**src/rtl/urvsoc_uart_pkg.sv**
```systemverilog
// Shared definitions for the urvsoc UART blocks: receiver state encoding,
// oversampling ratio and the baud divisor calculation.
package urvsoc_uart_pkg;

    localparam logic [2:0] C_ST_IDLE  = 3'd0;
    localparam logic [2:0] C_ST_START = 3'd1;
    localparam logic [2:0] C_ST_DATA  = 3'd2;
    localparam logic [2:0] C_ST_STOP  = 3'd3;
    localparam logic [2:0] C_ST_BREAK = 3'd4;

    typedef enum logic [2:0] {
        ST_IDLE  = C_ST_IDLE,
        ST_START = C_ST_START,
        ST_DATA  = C_ST_DATA,
        ST_STOP  = C_ST_STOP,
        ST_BREAK = C_ST_BREAK
    } rx_state_t;

    localparam int c_os = 16;

    // Rounded clocks-per-tick so that c_os ticks span one bit period.
    function automatic int calc_div(input int clk_freq, input int baud);
        return (clk_freq + (c_os / 2) * baud) / (c_os * baud);
    endfunction

endpackage

```
**src/rtl/urvsoc_uart_rx_fifo.sv**
```systemverilog
// Small synchronous FIFO with power-of-two depth; a push into a full FIFO is
// accepted only when a pop frees a slot in the same cycle.
module urvsoc_uart_rx_fifo
    import urvsoc_uart_pkg::*;
#(
    parameter int g_width = 8,
    parameter int g_depth = 4
) (
    input  logic               clk_i,
    input  logic               rst_i,
    input  logic               push_i,
    input  logic [g_width-1:0] data_i,
    output logic               full_o,
    input  logic               pop_i,
    output logic [g_width-1:0] data_o,
    output logic               empty_o
);

    localparam int C_AW = $clog2(g_depth);

    logic [g_width-1:0] mem_r [g_depth];
    logic [C_AW:0]      wr_ptr_r;
    logic [C_AW:0]      rd_ptr_r;
    logic               do_push_s;
    logic               do_pop_s;

    // The extra pointer MSB tells a full FIFO from an empty one.
    assign empty_o   = (wr_ptr_r == rd_ptr_r);
    assign full_o    = (wr_ptr_r[C_AW] != rd_ptr_r[C_AW]) &&
                       (wr_ptr_r[C_AW-1:0] == rd_ptr_r[C_AW-1:0]);
    assign do_pop_s  = pop_i & ~empty_o;
    assign do_push_s = push_i & (~full_o | do_pop_s);
    assign data_o    = mem_r[rd_ptr_r[C_AW-1:0]];

    // Storage and pointer update.
    always_ff @(posedge clk_i) begin
        if (rst_i) begin
            wr_ptr_r <= '0;
            rd_ptr_r <= '0;
            for (int i = 0; i < g_depth; i++) begin
                mem_r[i] <= '0;
            end
        end else begin
            if (do_push_s) begin
                mem_r[wr_ptr_r[C_AW-1:0]] <= data_i;
                wr_ptr_r                  <= wr_ptr_r + 1'b1;
            end
            if (do_pop_s) begin
                rd_ptr_r <= rd_ptr_r + 1'b1;
            end
        end
    end

endmodule

```
**src/rtl/urvsoc_uart_rx.sv**
```systemverilog
// UART receiver: 16x oversampled line decoder feeding a byte FIFO with a
// valid/ready consumer interface and framing/overrun error pulses.
module urvsoc_uart_rx
    import urvsoc_uart_pkg::*;
#(
    parameter int g_clk_freq   = 100000000,
    parameter int g_baud       = 115200,
    parameter int g_fifo_depth = 4
) (
    input  logic       clk_i,
    input  logic       rst_i,
    input  logic       rxd_i,
    output logic [7:0] rx_data_o,
    output logic       rx_valid_o,
    input  logic       rx_ready_i,
    output logic       frame_err_o,
    output logic       overrun_o,
    output logic       busy_o
);

    localparam int                   C_DIV     = calc_div(g_clk_freq, g_baud);
    localparam int                   C_DIV_W   = (C_DIV > 1) ? $clog2(C_DIV) : 1;
    localparam logic [C_DIV_W-1:0]   C_DIV_MAX = C_DIV_W'(C_DIV - 1);

    logic               rxd_meta_r;
    logic               rxd_sync_r;
    logic               rxd_s;
    rx_state_t          state_r;
    logic [C_DIV_W-1:0] div_cnt_r;
    logic [3:0]         os_cnt_r;
    logic [2:0]         bit_cnt_r;
    logic [7:0]         shift_r;
    logic               frame_err_r;
    logic               overrun_r;
    logic               tick_s;
    logic               push_s;
    logic               pop_s;
    logic               fifo_full_s;
    logic               fifo_empty_s;

    // Two-flop synchronizer; idle-high reset keeps reset from looking like a start edge.
    always_ff @(posedge clk_i) begin
        if (rst_i) begin
            rxd_meta_r <= 1'b1;
            rxd_sync_r <= 1'b1;
        end else begin
            rxd_meta_r <= rxd_i;
            rxd_sync_r <= rxd_meta_r;
        end
    end

    assign rxd_s  = rxd_sync_r;
    assign tick_s = (div_cnt_r == C_DIV_MAX);
    assign push_s = (state_r == ST_STOP) && tick_s && (os_cnt_r == 4'd15) && rxd_s;
    assign pop_s  = rx_ready_i & ~fifo_empty_s;

    // Tick generator, frame FSM and error pulses.
    always_ff @(posedge clk_i) begin
        if (rst_i) begin
            state_r     <= ST_IDLE;
            div_cnt_r   <= '0;
            os_cnt_r    <= 4'd0;
            bit_cnt_r   <= 3'd0;
            shift_r     <= 8'h00;
            frame_err_r <= 1'b0;
            overrun_r   <= 1'b0;
        end else begin
            frame_err_r <= 1'b0;
            overrun_r   <= push_s & fifo_full_s & ~pop_s;

            // Restarting the divisor at the start edge phase-aligns every sample to it.
            if ((state_r == ST_IDLE) && !rxd_s) begin
                div_cnt_r <= '0;
            end else if (tick_s) begin
                div_cnt_r <= '0;
            end else begin
                div_cnt_r <= div_cnt_r + C_DIV_W'(1);
            end

            case (state_r)
                ST_IDLE: begin
                    if (!rxd_s) begin
                        state_r  <= ST_START;
                        os_cnt_r <= 4'd0;
                    end
                end
                ST_START: begin
                    if (tick_s) begin
                        if (os_cnt_r == 4'd7) begin
                            if (rxd_s) begin
                                state_r <= ST_IDLE;
                            end else begin
                                state_r   <= ST_DATA;
                                os_cnt_r  <= 4'd0;
                                bit_cnt_r <= 3'd0;
                            end
                        end else begin
                            os_cnt_r <= os_cnt_r + 4'd1;
                        end
                    end
                end
                ST_DATA: begin
                    if (tick_s) begin
                        os_cnt_r <= os_cnt_r + 4'd1;
                        if (os_cnt_r == 4'd15) begin
                            shift_r   <= {rxd_s, shift_r[7:1]};
                            bit_cnt_r <= bit_cnt_r + 3'd1;
                            if (bit_cnt_r == 3'd7) begin
                                state_r <= ST_STOP;
                            end
                        end
                    end
                end
                ST_STOP: begin
                    if (tick_s) begin
                        os_cnt_r <= os_cnt_r + 4'd1;
                        if (os_cnt_r == 4'd15) begin
                            if (rxd_s) begin
                                state_r <= ST_IDLE;
                            end else begin
                                frame_err_r <= 1'b1;
                                state_r     <= ST_BREAK;
                            end
                        end
                    end
                end
                ST_BREAK: begin
                    // A held-low line must return high before another frame can start.
                    if (rxd_s) begin
                        state_r <= ST_IDLE;
                    end
                end
                default: begin
                    state_r <= ST_IDLE;
                end
            endcase
        end
    end

    urvsoc_uart_rx_fifo #(
        .g_width (8),
        .g_depth (g_fifo_depth)
    ) u_fifo (
        .clk_i   (clk_i),
        .rst_i   (rst_i),
        .push_i  (push_s),
        .data_i  (shift_r),
        .full_o  (fifo_full_s),
        .pop_i   (pop_s),
        .data_o  (rx_data_o),
        .empty_o (fifo_empty_s)
    );

    assign rx_valid_o  = ~fifo_empty_s;
    assign frame_err_o = frame_err_r;
    assign overrun_o   = overrun_r;
    assign busy_o      = (state_r != ST_IDLE);

endmodule
```
**config.mk**
```make
export PLATFORM = sky130hd
export DESIGN_NAME = urvsoc_uart_rx
export DESIGN_NICKNAME = d
export VERILOG_FILES = /design/src/rtl/urvsoc_uart_pkg.sv /design/src/rtl/urvsoc_uart_rx_fifo.sv /design/src/rtl/urvsoc_uart_rx.sv
export SDC_FILE = /design/constraint.sdc
export NUM_CORES = 1
export LEC_CHECK = 0
export CORE_ASPECT_RATIO = 1.2
export CORE_MARGIN = 10
export CORE_UTILIZATION = 27
export CTS_CLUSTER_SIZE = 24
export DETAILED_ROUTE_END_ITERATION = 16
export PLACE_DENSITY = 0.43
export SLEW_MARGIN = 20
export SYNTH_ARGS = -nofsm -noshare
export SYNTH_HDL_FRONTEND = slang
export SYNTH_HIERARCHICAL = 1
export SYNTH_SLANG_ARGS = --single-unit
```
**constraint.sdc**
```tcl
create_clock -name clk_i -period 7.5 [get_ports clk_i]
set_input_delay 2.25 -clock clk_i [delete_from_list [all_inputs] [get_ports clk_i]]
set_output_delay 2.25 -clock clk_i [all_outputs]
set_load 0.01 [all_outputs]
```
==> out/metrics.cfg, run 1 <==
[setup_path]
r2r_cells = 9
cp.arrival_ns = 2.06
r2r_slack_ns = 4.36
slowest_delay_ns = 0.65
worstReg2RegStart = div_cnt_r[0]$_SDFF_PP0_
cp-start-kind = flop
critPathSlowestCell = dfxtp_1
path_max_fanout = 8
cpLargestDelayFamily = flip-flops
endpoint = rx_data_o[2]
crit_chain = mux4_2 -> clkdlybuf4s50_1
path_depth = 2
timing.critical_path.buf_inv = 1
cp-end-kind = output port
crit_type = reg2out
critPathRequiredTime_ns = 5.25
r2r_end = u_fifo/mem_r[0][1]$_SDFFCE_PN0P_

[global_route]
grt_pass1_wl_mm = 10.6
overflow = 0
grt_max_degree = 43
grt_pass1_vias = 2042
track_usage_pct = 7.79
antenna_found_initial = 0

[cts]
htree_levels = 3
clk_path_buf_depth = 2
root_buffer = clkbuf_16
path_clk_slew_ns = 0.05
cts_resized = 0
cts.sinks = 68
cts_hold_buf = 0
tritoncts = yes
numCtsBuffers = 9
post_cts_buffers = 0
clk-insertion-delay-late_ns = 0.33

[route]
viasPerCell = 4.44
ant_nets = 0
initialDrtViolationCount = 73
drt_wl_total_mm = 6.16
route.detailed.drc = 0
vias = 2027
drt-wirelength-per-cell_um = 13.5
dr.pass1.iters = 4

[synthesis]
synth-edff-count = 32
ys_warn_count = 6
async_flop_share_pct = 0
synth_cell_types = 51
ys.flop_type = dfxtp_1
synth_area_per_cell_um2 = 11.4
syn_nets = 294
synthCells = 283
synth_top_area_cell = edfxtp_1
yosysTopAreaCellShare_pct = 29.7
syn_area_mm2 = 0.00323
ys_ff_latch = 68
synthTopCellsByArea = edfxtp_1 30%, dfxtp_1 22%, mux4_2 5.6%
synth-seq-area-share_pct = 52.1

[timing]
setup_tns_ns = 0
setup_violations = 0
hold_viol = 0
max_freq_mhz = 232
period_minus_slack_ns = 4.31
slew_viol_final = 0
rsz0062_at_grt = no
tightestPinTransition_ns = 0.807
skew_ns = 0.00572
maxSlewHeadroom_pct = 46.1
fin_crit_sh_pct = 57.4

[place]
dp_cells = 441
dp_hpwl_mm = 4.41
numPortBuffers = 15
place_congestion = 0.748

[layout]
n_antenna_cell = 0
drive_above_1_share_pct = 14.0
utilization_pct = 32.6
final_cells = 457
syn_to_final_growth_pct = 17.3
finalNetCount = 306

[power]
ir_worst_vdd_uv = 80.1
p_comb_share_pct = 5.0
power.switching_w = 0.000180
clkPwrFrac_pct = 47.5
p_leak_nw = 1.28
switching_share_pct = 21.1
seqPwrFrac_pct = 47.6
p_per_area_mw_per_mm2 = 226
total_power_w = 0.000856
intPower_w = 0.000676

[floorplan]
die_x_um = 120
core_area_mm2 = 0.0116
initial_core_util_pct = 27.8
io_pins = 16
die_height_um = 140
die_area_mm2 = 0.0168
rows = 43

[worst_hold_path]
min_path_type = reg2reg

[status]
status = completed

[flow_run]
maxCapViolCount = 0

## sequential cells by signal, indices dropped and copies added (netlist names), named ones only
signal           cells
shift_r              8
overrun_o            1
u_fifo/wr_ptr_r      3
state_r              3
div_cnt_r            6
os_cnt_r             4
bit_cnt_r            3
u_fifo/rd_ptr_r      3
rxd_meta_r           1
rxd_s                1
frame_err_o          1
u_fifo/mem_r        32
## metrics by stage
stage / cell area (um2) / setup slack, ns / hold slack [ns]
after floorplan: 3230 / 3.73 / 0.389
after global placement: 3500 / 2.96 / 0.392
after detailed placement: 3500 / 2.90 / 0.403
after CTS: 3790 / 3.12 / 0.416
after global routing: 3790 / 3.05 / 0.428
final: 3790 / 3.19 / 0.410
## cell type report
cell class,count,area (um2)
well taps,157,196
clock inverters,5,52.6
multi-input cells,180,1390
fillers,1216,7830
clock buffers,11,233
inverters,19,71.3
repair buffers,17,165
flip-flops and latches,68,1680
## worst min path at each step
| stage | startpoint | endpoint | depth (start not counted) |
|---|---|---|---|
| after floorplan | rxd_meta_r$_SDFF_PP1_ | rxd_s$_SDFF_PP1_ | 1 |
| after global routing | rxd_meta_r$_SDFF_PP1_ | rxd_s$_SDFF_PP1_ | 1 |
| after global placement | rxd_meta_r$_SDFF_PP1_ | rxd_s$_SDFF_PP1_ | 1 |
| after CTS | rxd_meta_r$_SDFF_PP1_ | rxd_s$_SDFF_PP1_ | 1 |
| after detailed placement | rxd_meta_r$_SDFF_PP1_ | rxd_s$_SDFF_PP1_ | 1 |
| final | rxd_meta_r$_SDFF_PP1_ | rxd_s$_SDFF_PP1_ | 1 |
## synthesized netlist by cell type, types with 2 or more instances
| cell | number |
|---|---|
| dfxtp_1 | 36 |
| edfxtp_1 | 32 |
| nor2_1 | 32 |
| nor3_1 | 26 |
| inv_1 | 19 |
| mux2i_1 | 13 |
| nand2b_1 | 13 |
| mux4_2 | 8 |
| nand2_1 | 8 |
| clkbuf_1 | 7 |
| ha_1 | 7 |
| xnor2_1 | 6 |
| xor2_1 | 6 |
| nand3_1 | 5 |
| nor4_1 | 5 |
| or2_2 | 5 |
| a21oi_1 | 4 |
| buf_1 | 4 |
| mux2_2 | 4 |
| nor2b_1 | 4 |
| buf_6 | 3 |
| a2111oi_0 | 2 |
| a31o_2 | 2 |
| o21bai_1 | 2 |
| o2bb2ai_1 | 2 |
| o31ai_1 | 2 |
| or3_1 | 2 |
## cells by family (layout without fill, tap and decap cells)
kind of cell	Yosys count	after routing	synth area share (%)
xor+xnor	12	12	3.25
fa+ha+maj	7	7	2.71
compound gates	27	27	7.44
simple gates	109	109	18.6
buf+inv	35	52	4.92
flops	68	68	52.1
mux	25	25	11.0
## layer usage
metal  track usage [%]  vias up  part of all wire [%]
met5                 0        -                     0
met4              4.77        0                   2.5
met3              2.19       11                   3.8
met2              11.8       25                    48
met1              9.53      942                    46
li1                  -     1049                     -
## placed cells by master (no fill, tap or decap), types with 4 or more instances in the layout
master            n
or2_2             5
edfxtp_1         32
inv_1            19
xor2_1            6
nor3_1           26
mux4_2            8
nand2_1           8
mux2i_1          13
mux2_2            4
ha_1              7
nand2b_1         13
nor2b_1           4
clkbuf_16         9
nor2_1           32
clkdlybuf4s50_1  15
nand3_1           5
dfxtp_1          36
xnor2_1           6
a21oi_1           4
nor4_1            5
## power by group through the flow
| stage | Clock [W] | Combinational (W) | Sequential (W) |
|---|---|---|---|
| 6_report | 0.000406 | 0.0000426 | 0.000407 |
| 5_1_grt | 0.000437 | 0.0000476 | 0.000409 |
| 4_1_cts | 0.000418 | 0.0000440 | 0.000407 |
| 3_5_place_dp | 0 | 0.0000438 | 0.000415 |
| 3_3_place_gp | 0 | 0.0000435 | 0.000415 |
| 2_1_floorplan | 0 | 0.0000289 | 0.000411 |
Note: power is estimated with default switching activity, not from simulation.
==> inputs of run 2 (changes only) <==
- PLACE_DENSITY: 0.43 -> 0.45
- clock period: 7.5 -> 3.9 ns (I/O delays scaled with it)
==> run 2 against run 1 <==
  * Clock skew grew 0.0023 ns
  * Final area grew 1.0%
  * Global-route usage decreased by 0.14 points
  * Largest cell class unchanged
  * Core utilization up 0.33 points
  * Clock power increased by 99%
  * Count of clock-buffer cells in the layout fell by 2
  * Sequential power rose by 92%
  * Non-clock buffer count is 3 higher
  * Combinational power is 97% higher
  * Hold slack got worse by 0.0027 ns
  * Worst setup slack worse by 2.5 ns
  * Critical path depth did not move
  * Critical endpoint is now rx_data_o[1]
  * Largest power group is now the clock network
==> out/metrics.cfg, run 2 (synthesis results as in run 1) <==
[setup_path]
r2r_cells = 10
worstReg2RegStart = div_cnt_r[0]$_SDFF_PP0_
r2r_end = u_fifo/mem_r[0][4]$_SDFFCE_PN0P_
cp-end-kind = output port
critPathRequiredTime_ns = 2.73
path_max_fanout = 8
cp.arrival_ns = 2.05
crit_type = reg2out
r2r_slack_ns = 1.17
endpoint = rx_data_o[1]
cp-start-kind = flop

[place]
dp_hpwl_mm = 4.26
dpl_cell_area_mm2 = 0.00353
numPortBuffers = 15
place_congestion = 0.750
pre_cts_ws_ns = 0.828

[layout]
utilization_pct = 32.9
final_area_mm2 = 0.00383
finalNetCount = 309
largestRegisters = u_fifo/mem_r x32, shift_r x8, div_cnt_r x6
regMostFlops = u_fifo/mem_r
fill_cells = 1176
largest_reg_flops = 32
syn_to_final_growth_pct = 18.5
final_common_cell = dfxtp_1
layout_common_cells = 36 x dfxtp_1, 32 x nor2_1, 32 x edfxtp_1
drive_above_1_share_pct = 16.2
n_antenna_cell = 0

[floorplan]
die_height_um = 140
core_area_mm2 = 0.0116
io_pins = 16
rows = 43
initial_core_util_pct = 27.8
die_area_mm2 = 0.0168
die_x_um = 120

[route]
ant_nets = 0
drt-wirelength-per-cell_um = 12.9
route.detailed.drc = 0
viasPerCell = 4.51
vias = 2076
initialDrtViolationCount = 75
dr.pass1.iters = 4
drt_wl_total_mm = 5.95

[status]
status = completed

[timing]
skew_ns = 0.00799
setup_violations = 0
rsz0062_at_grt = no
max_freq_mhz = 310
maxSlewHeadroom_pct = 54.6
period_minus_slack_ns = 3.22
setup_tns_ns = 0
timing.final.ws_setup_ns = 0.678
fin_crit_sh_pct = 82.6
tightestPinTransition_ns = 0.675
hold_viol = 0
slew_viol_final = 0

[cts]
path_clk_slew_ns = 0.06
numCtsBuffers = 9
post_cts_buffers = 0
root_buffer = clkbuf_16
htree_levels = 3
cts.sinks = 68
clk_path_buf_depth = 2
cts_resized = 0
cts_hold_buf = 0
tritoncts = yes
clk-insertion-delay-late_ns = 0.33

[power]
intPower_w = 0.00131
p_leak_nw = 1.31
switching_share_pct = 21.8
p_per_area_mw_per_mm2 = 437
power.switching_w = 0.000366
seqPwrFrac_pct = 46.8
ir_worst_vdd_uv = 178
clkPwrFrac_pct = 48.2
p_comb_share_pct = 5.0

[worst_hold_path]
hold_path_depth = 1
min_path_type = reg2reg

[global_route]
grt_max_degree = 42
grt_pass1_vias = 2107
antenna_found_initial = 0
track_usage_pct = 7.66
overflow = 0
grt_pass1_wl_mm = 10.5

[flow_run]
maxCapViolCount = 0

## run 2: worst min-delay path by stage
stage,startpoint,endpoint,slack [ns]
after global routing,rxd_meta_r$_SDFF_PP1_,rxd_s$_SDFF_PP1_,0.43
after floorplan,rxd_meta_r$_SDFF_PP1_,rxd_s$_SDFF_PP1_,0.39
after global placement,rxd_meta_r$_SDFF_PP1_,rxd_s$_SDFF_PP1_,0.39
after detailed placement,rxd_meta_r$_SDFF_PP1_,rxd_s$_SDFF_PP1_,0.39
after CTS,rxd_meta_r$_SDFF_PP1_,rxd_s$_SDFF_PP1_,0.41
final,rxd_meta_r$_SDFF_PP1_,rxd_s$_SDFF_PP1_,0.41
## run 2: worst max-delay path, stage by stage (launching register included)
cell,delay (ns)
dfxtp_1,0.64
mux4_2,0.58
clkdlybuf4s50_1,0.50
## run 2: metrics by stage
step / instances / hold slack, ns / power [W]
after floorplan: 283 / 0.389 / 0.000847
after global placement: 444 / 0.391 / 0.000883
after detailed placement: 444 / 0.394 / 0.000883
after CTS: 460 / 0.407 / 0.00170
after global routing: 460 / 0.431 / 0.00175
final: 460 / 0.407 / 0.00167
## run 2: cell type report
cell class	count	area, um2	share of cell area, %
multi-input combinational	180	1390	36.3
timing repair buffer	20	188	4.90
clock inverter	7	76.3	1.99
clock buffer	9	225	5.88
tap	157	196	5.13
inverter	19	71.3	1.86
sequential	68	1680	43.9
## run 2: routing by layer
layer  part of all wire (%)  wire [um]  up-vias  global-route usage (%)
li1                       -          -     1055                       -
met1                     47       2810      983                    9.50
met2                     47       2820       28                    11.7
met3                    3.6        214       10                    2.55
met4                    1.8        105        0                    3.63
met5                      0          0        -                       0
## run 2: power groups by stage
stage	logic, W	registers (W)	clock network, W
floorplan	0.0000556	0.000791	0
global placement	0.0000848	0.000798	0
detailed placement	0.0000853	0.000798	0
CTS	0.0000858	0.000783	0.000831
global route	0.0000919	0.000786	0.000872
finish	0.0000839	0.000782	0.000807
